--- src/rtl/race_sequencer.sv ---
// Race phase controller: sequences countdown, driving, pause, crash and finish,
// produces drive/speed-update enables and accumulates distance from ySpeed.
module race_sequencer #(
    parameter int TICK_DIV    = 5000000,
    parameter int COUNT_TICKS = 10,
    parameter int FINISH_DIST = 50000,
    parameter int CRASH_HOLD  = 20
) (
    input  logic        clock,
    input  logic        reset,
    input  logic        start,
    input  logic        pause,
    input  logic        crash,
    input  logic [6:0]  ySpeed,
    output logic        driveEnable,
    output logic        speedEnable,
    output logic [1:0]  countDigit,
    output logic [15:0] distance,
    output logic [2:0]  state
);

    localparam int TW = $clog2(TICK_DIV);
    localparam int SW = $clog2(COUNT_TICKS + 1);
    localparam int HW = $clog2(CRASH_HOLD + 1);
    localparam logic [16:0] FIN_LIMIT = 17'(FINISH_DIST);

    typedef enum logic [2:0] {
        S_IDLE      = 3'd0,
        S_COUNTDOWN = 3'd1,
        S_DRIVE     = 3'd2,
        S_PAUSED    = 3'd3,
        S_CRASH     = 3'd4,
        S_FINISH    = 3'd5
    } state_t;

    state_t          state_q, state_d;
    logic [TW-1:0]   tick_cnt_q, tick_cnt_d;
    logic [SW-1:0]   sub_cnt_q, sub_cnt_d;
    logic [HW-1:0]   hold_cnt_q, hold_cnt_d;
    logic [1:0]      digit_q, digit_d;
    logic [15:0]     dist_q, dist_d;
    logic            drive_en_q, drive_en_d;
    logic            speed_en_q, speed_en_d;

    logic            tick;
    logic [16:0]     dist_sum;
    logic [15:0]     dist_sat;

    // Free-running game-tick divider; only reset clears it, so tick phase is
    // independent of race state.
    assign tick       = (tick_cnt_q == TW'(TICK_DIV - 1));
    assign tick_cnt_d = tick ? '0 : tick_cnt_q + TW'(1);

    assign dist_sum = {1'b0, dist_q} + {10'd0, ySpeed};
    assign dist_sat = dist_sum[16] ? 16'hFFFF : dist_sum[15:0];

    always_comb begin
        state_d    = state_q;
        sub_cnt_d  = sub_cnt_q;
        hold_cnt_d = hold_cnt_q;
        digit_d    = digit_q;
        dist_d     = dist_q;

        case (state_q)
            S_IDLE: begin
                if (start) begin
                    state_d   = S_COUNTDOWN;
                    digit_d   = 2'd3;
                    sub_cnt_d = '0;
                    dist_d    = '0;
                end
            end
            S_COUNTDOWN: begin
                if (tick) begin
                    if (sub_cnt_q == SW'(COUNT_TICKS - 1)) begin
                        sub_cnt_d = '0;
                        if (digit_q <= 2'd1) begin
                            digit_d = 2'd0;
                            state_d = S_DRIVE;
                        end else begin
                            digit_d = digit_q - 2'd1;
                        end
                    end else begin
                        sub_cnt_d = sub_cnt_q + SW'(1);
                    end
                end
            end
            S_DRIVE: begin
                if (crash) begin
                    state_d    = S_CRASH;
                    hold_cnt_d = '0;
                end else if (pause) begin
                    state_d = S_PAUSED;
                end else if (tick) begin
                    dist_d = dist_sat;
                    if ({1'b0, dist_sat} >= FIN_LIMIT) begin
                        state_d = S_FINISH;
                    end
                end
            end
            S_PAUSED: begin
                if (crash) begin
                    state_d    = S_CRASH;
                    hold_cnt_d = '0;
                end else if (!pause) begin
                    state_d = S_DRIVE;
                end
            end
            S_CRASH: begin
                if (tick) begin
                    if (hold_cnt_q == HW'(CRASH_HOLD - 1)) begin
                        state_d    = S_COUNTDOWN;
                        hold_cnt_d = '0;
                        digit_d    = 2'd3;
                        sub_cnt_d  = '0;
                        dist_d     = '0;
                    end else begin
                        hold_cnt_d = hold_cnt_q + HW'(1);
                    end
                end
            end
            S_FINISH: begin
                if (start) begin
                    state_d   = S_COUNTDOWN;
                    digit_d   = 2'd3;
                    sub_cnt_d = '0;
                    dist_d    = '0;
                end
            end
            default: begin
                state_d = S_IDLE;
            end
        endcase
    end

    // Enables are registered from the next state so they move with state.
    assign drive_en_d = (state_d == S_DRIVE) || (state_d == S_PAUSED);
    assign speed_en_d = tick && (state_q == S_DRIVE) && !crash && !pause;

    always_ff @(posedge clock) begin
        if (reset) begin
            state_q    <= S_IDLE;
            tick_cnt_q <= '0;
            sub_cnt_q  <= '0;
            hold_cnt_q <= '0;
            digit_q    <= 2'd3;
            dist_q     <= '0;
            drive_en_q <= 1'b0;
            speed_en_q <= 1'b0;
        end else begin
            state_q    <= state_d;
            tick_cnt_q <= tick_cnt_d;
            sub_cnt_q  <= sub_cnt_d;
            hold_cnt_q <= hold_cnt_d;
            digit_q    <= digit_d;
            dist_q     <= dist_d;
            drive_en_q <= drive_en_d;
            speed_en_q <= speed_en_d;
        end
    end

    assign driveEnable = drive_en_q;
    assign speedEnable = speed_en_q;
    assign countDigit  = digit_q;
    assign distance    = dist_q;
    assign state       = state_q;

endmodule
--- config.mk ---
export PLATFORM = sky130hd
export DESIGN_NAME = race_sequencer
export DESIGN_NICKNAME = d
export VERILOG_FILES = /design/src/rtl/race_sequencer.sv
export SDC_FILE = /design/constraint.sdc
export NUM_CORES = 1
export LEC_CHECK = 0
export CAP_MARGIN = 20
export CORE_UTILIZATION = 51
export DETAILED_ROUTE_END_ITERATION = 8
export PLACE_DENSITY_LB_ADDON = 0.2
export SYNTH_ARGS = -nofsm -noshare
export SYNTH_HDL_FRONTEND = slang
export SYNTH_SLANG_ARGS = --single-unit
--- constraint.sdc ---
create_clock -name clock -period 2.4 [get_ports clock]
set_input_delay 0.24 -clock clock [delete_from_list [all_inputs] [get_ports clock]]
set_output_delay 0.24 -clock clock [all_outputs]
set_load 0.005 [all_outputs]
==> impl_metrics.prom <==
# TYPE chip_impl_metric gauge
chip_impl_info{name="status",value="finished with violations"} 1
chip_impl_info{name="failing_checks",value="negative setup slack"} 1
chip_impl_metric{name="grt_antenna_before_repair",unit=""} 0
chip_impl_metric{name="placedCellCount",unit=""} 528
chip_impl_info{name="crit_path_cell_trace",value="ha_4, fa_2, a211oi_4, o21a_4, nor3_2, or3_1, a22oi_2, a2111oi_2, o21a_1"} 1
chip_impl_metric{name="timing.hold.ws",unit="ns"} 0.458
chip_impl_metric{name="worst_ep_required_time",unit="ns"} 2.61
chip_impl_metric{name="synth_cell_type_count",unit=""} 55
chip_impl_metric{name="cts-buffers-inserted",unit=""} 5
chip_impl_info{name="clock-root-buffer",value="sky130_fd_sc_hd__clkbuf_8"} 1
chip_impl_metric{name="synthArstFlopShare",unit=""} 0
chip_impl_metric{name="slew_violations",unit=""} 0
chip_impl_metric{name="post_synth_inst_count",unit=""} 396
chip_impl_info{name="criticalPathCategory",value="reg2reg"} 1
chip_impl_info{name="cts_tree",value="yes"} 1
chip_impl_metric{name="postRouteAntennaNets",unit=""} 0
chip_impl_metric{name="hold_violations",unit=""} 0
chip_impl_info{name="min-delay-path-class",value="in2reg"} 1
chip_impl_metric{name="antennaDiodeCount",unit=""} 0
chip_impl_info{name="cp-end-kind",value="flop"} 1
chip_impl_metric{name="grtUsageTotal",unit=""} 0.249
chip_impl_metric{name="fraction_of_the_core_area_covered_by_cells_at_the_end_of_the_flow",unit=""} 0.682
chip_impl_metric{name="grt.overflow.total",unit=""} 0
chip_impl_metric{name="power-per-cell-area",unit="nW/um^2"} 420
chip_impl_metric{name="clk_latency_worst_skew_pair",unit="ns"} 0.31
chip_impl_metric{name="timing.critical_path.slowest_cell_delay",unit="ns"} 0.38
chip_impl_info{name="reg2reg_from",value="distance[0]$_SDFFE_PP0P_"} 1
chip_impl_metric{name="post-route-cell-area",unit="sq um"} 4060
chip_impl_metric{name="die_w",unit="um"} 80.9
chip_impl_metric{name="ff2ff_setup_slack",unit="ns"} -0.08
chip_impl_info{name="most_frequent_cells_in_the_layout",value="sky130_fd_sc_hd__dfxtp_1 (54), sky130_fd_sc_hd__nor2_1 (49), sky130_fd_sc_hd__nand2_1 (37), sky130_fd_sc_hd__buf_4 (37), sky130_fd_sc_hd__a21oi_1 (34)"} 1
chip_impl_metric{name="grt_first_pass_wirelength",unit="um"} 12900
chip_impl_metric{name="min_path_cells",unit=""} 4
chip_impl_metric{name="routed_wirelength",unit="um"} 7810
chip_impl_metric{name="hpwl",unit="um"} 5500
chip_impl_metric{name="num_io_pins",unit=""} 35
chip_impl_metric{name="gp_routability_congestion",unit=""} 0.951
chip_impl_metric{name="setup_ws",unit="ns"} -0.0762
chip_impl_metric{name="syn_area_cell",unit="sq um"} 8.02
chip_impl_info{name="worst_hold_path.endpoint",value="distance[0]$_SDFFE_PP0P_"} 1
chip_impl_metric{name="place.port_buffers",unit=""} 34
chip_impl_metric{name="p_leak",unit="uW"} 0.00148
chip_impl_metric{name="drive_above_1_share",unit=""} 0.165
chip_impl_info{name="worst_hold_startpoint",value="ySpeed[0]"} 1
chip_impl_metric{name="clock-sinks",unit=""} 55
chip_impl_info{name="r2r-end",value="state[2]$_SDFF_PP0_"} 1
chip_impl_metric{name="worst-endpoint-arrival",unit="ns"} 2.69
chip_impl_metric{name="num_vias",unit=""} 3143
chip_impl_metric{name="synth_seq_cells",unit=""} 55
chip_impl_metric{name="drt_iter0_markers",unit=""} 173
chip_impl_metric{name="via_count_of_the_first_global_routing_pass",unit=""} 2886
chip_impl_metric{name="clkTransAtPathRegs",unit="ns"} 0.10
chip_impl_metric{name="clock-skew-final",unit="ns"} 0.00821
chip_impl_metric{name="nNetsFinal",unit=""} 485
chip_impl_metric{name="max-slew-margin-rel",unit=""} 0.645
chip_impl_metric{name="syn_to_final_growth",unit="%"} 27.9
chip_impl_metric{name="peakVddDrop",unit="V"} 0.000285
chip_impl_metric{name="dpl_cell_area",unit="sq um"} 3860
chip_impl_metric{name="syn-num-nets",unit=""} 420
chip_impl_metric{name="htree_levels",unit=""} 2
chip_impl_metric{name="num_rows",unit=""} 28
chip_impl_metric{name="clock_tree.buffer_depth",unit=""} 2
chip_impl_info{name="timing.critical_path.slowest_stage_cell",value="sky130_fd_sc_hd__fa_2"} 1
chip_impl_info{name="grt_setup_unrepaired",value="yes"} 1
chip_impl_metric{name="yosysWarningCount",unit=""} 0
chip_impl_metric{name="fin_cells",unit=""} 537
chip_impl_info{name="ys_dominant_reg_cell",value="sky130_fd_sc_hd__dfxtp_1"} 1
chip_impl_metric{name="routed_via_density",unit=""} 5.85
chip_impl_metric{name="critical_path.max_fanout",unit=""} 5
chip_impl_info{name="mostFrequentLayoutCell",value="sky130_fd_sc_hd__dfxtp_1"} 1
chip_impl_metric{name="layout_worst_path_cycle_share",unit=""} 1.03
chip_impl_metric{name="remaining_drc_errors",unit=""} 0
chip_impl_info{name="critical_path.startpoint_type",value="flop"} 1
chip_impl_metric{name="r2r_cells",unit=""} 9
chip_impl_metric{name="floorplan.die_area",unit="sq um"} 6550
chip_impl_metric{name="floorplan_die_height",unit="um"} 80.9
chip_impl_metric{name="grt_start_max_net_pins",unit=""} 29
chip_impl_metric{name="fp.coreArea",unit="sq um"} 5960
chip_impl_metric{name="yosysSeqAreaShare",unit=""} 0.347
chip_impl_metric{name="max-cap-violations",unit=""} 0
chip_impl_metric{name="wire_per_inst",unit="um"} 14.5
chip_impl_metric{name="synth_edf_count",unit=""} 0
chip_impl_metric{name="synth_cell_area",unit="sq um"} 3180
chip_impl_metric{name="achievable-frequency",unit="GHz"} 0.404
chip_impl_metric{name="detailedRoute.firstPassIterationCount",unit=""} 4
chip_impl_metric{name="finalWorstPathRequiredPeriod",unit="ns"} 2.48
chip_impl_metric{name="finalSetupViolCount",unit=""} 4
chip_impl_metric{name="worst_slew_pin_slew",unit="ns"} 0.526
chip_impl_metric{name="initial_core_util",unit=""} 0.533
[sequential cells by signal (all words and copies together), names as in the netlist]
name,count
distance,16
state,3
hold_cnt_q,5
sub_cnt_q,4
countDigit,2
speedEnable,1
driveEnable,1
tick_cnt_q,23
[final cells by class]
type	instances	area, sq um
multi-input combinational	319	2110
fill	494	1890
sequential	55	1100
timing repair buffer	72	639
tap	75	93.8
clock buffer	6	72.6
inverter	8	30.0
clock inverter	2	17.5
[where the power goes]
group	internal, uW	total [uW]	switching (uW)	leakage (uW)
registers	925	938	13.0	0.000445
clock network	211	529	318	0.0000454
logic	112	238	127	0.000987
[logic make-up (layout without fill, tap and decap cells)]
kind of cell / count (synthesis) / after routing / share of synthesized area
XOR/XNOR: 28 / 28 / 0.0772
adder cells (fa/ha/maj): 12 / 12 / 0.0496
buffers and inverters: 22 / 88 / 0.0296
AND/OR/NAND/NOR: 173 / 173 / 0.273
AO/OA/AOI/OAI: 106 / 106 / 0.224
flip-flops: 55 / 55 / 0.347
[per-layer routing]
metal	part of all wire	wire, um	track usage	vias to the layer above
li1	-	-	-	1574
met1	0.46	3580	0.306	1471
met2	0.48	3710	0.427	80
met3	0.044	343	0.0494	18
met4	0.022	175	0.0929	0
met5	0	0	0	-
[worst max-delay path: cells and delay by family, from the launching register on]
| kind | cells | cell delay [ns] |
|---|---|---|
| flops | 1 | 0.35 |
| compound gates | 5 | 1.03 |
| simple gates | 2 | 0.45 |
| fa+ha+maj | 2 | 0.54 |
[stage by stage]
step	power, uW	setup WS (ns)	setup TNS [ns]
2_1_floorplan	1080	0.0166	0
3_3_place_gp	1180	-0.420	-2.70
3_5_place_dp	1180	-0.472	-3.25
4_1_cts	1720	-0.0434	-0.0488
5_1_grt	1780	-0.166	-0.496
6_report	1710	-0.0762	-0.129
[timing repair]
item / in CTS / in global routing
setup endpoints to repair: 5 / 28
resized for setup: 8 / 12
pin swaps: 4 / 10
hold buffers: 0 / 0
buffers inserted: 0 / 1
[cell usage after synthesis, drive strengths merged, types with 6 or more instances]
master,number,area share
xor2,17,0.047
nand2b,6,0.012
and2,6,0.012
nand2,37,0.044
dfxtp,55,0.35
a211oi,6,0.014
nor3,17,0.028
inv,8,0.0095
clkbuf,10,0.012
ha,11,0.043
nor2,50,0.059
xnor2,11,0.030
or3,9,0.018
o211ai,11,0.028
a31oi,6,0.012
nand4,9,0.018
o21ai,19,0.030
nand3,20,0.033
a21oi,34,0.054
[worst max-delay path by stage]
stage	startpoint	endpoint	slack, ns
after floorplan	distance[0]$_SDFFE_PP0P_	state[2]$_SDFF_PP0_	0.02
after CTS	ySpeed[0]	state[2]$_SDFF_PP0_	-0.04
after detailed placement	ySpeed[0]	state[2]$_SDFF_PP0_	-0.47
after global placement	ySpeed[0]	state[2]$_SDFF_PP0_	-0.42
final	distance[0]$_SDFFE_PP0P_	state[2]$_SDFF_PP0_	-0.08
after global routing	distance[3]$_SDFFE_PP0P_	state[2]$_SDFF_PP0_	-0.17
(Power assumes the default switching activity.)
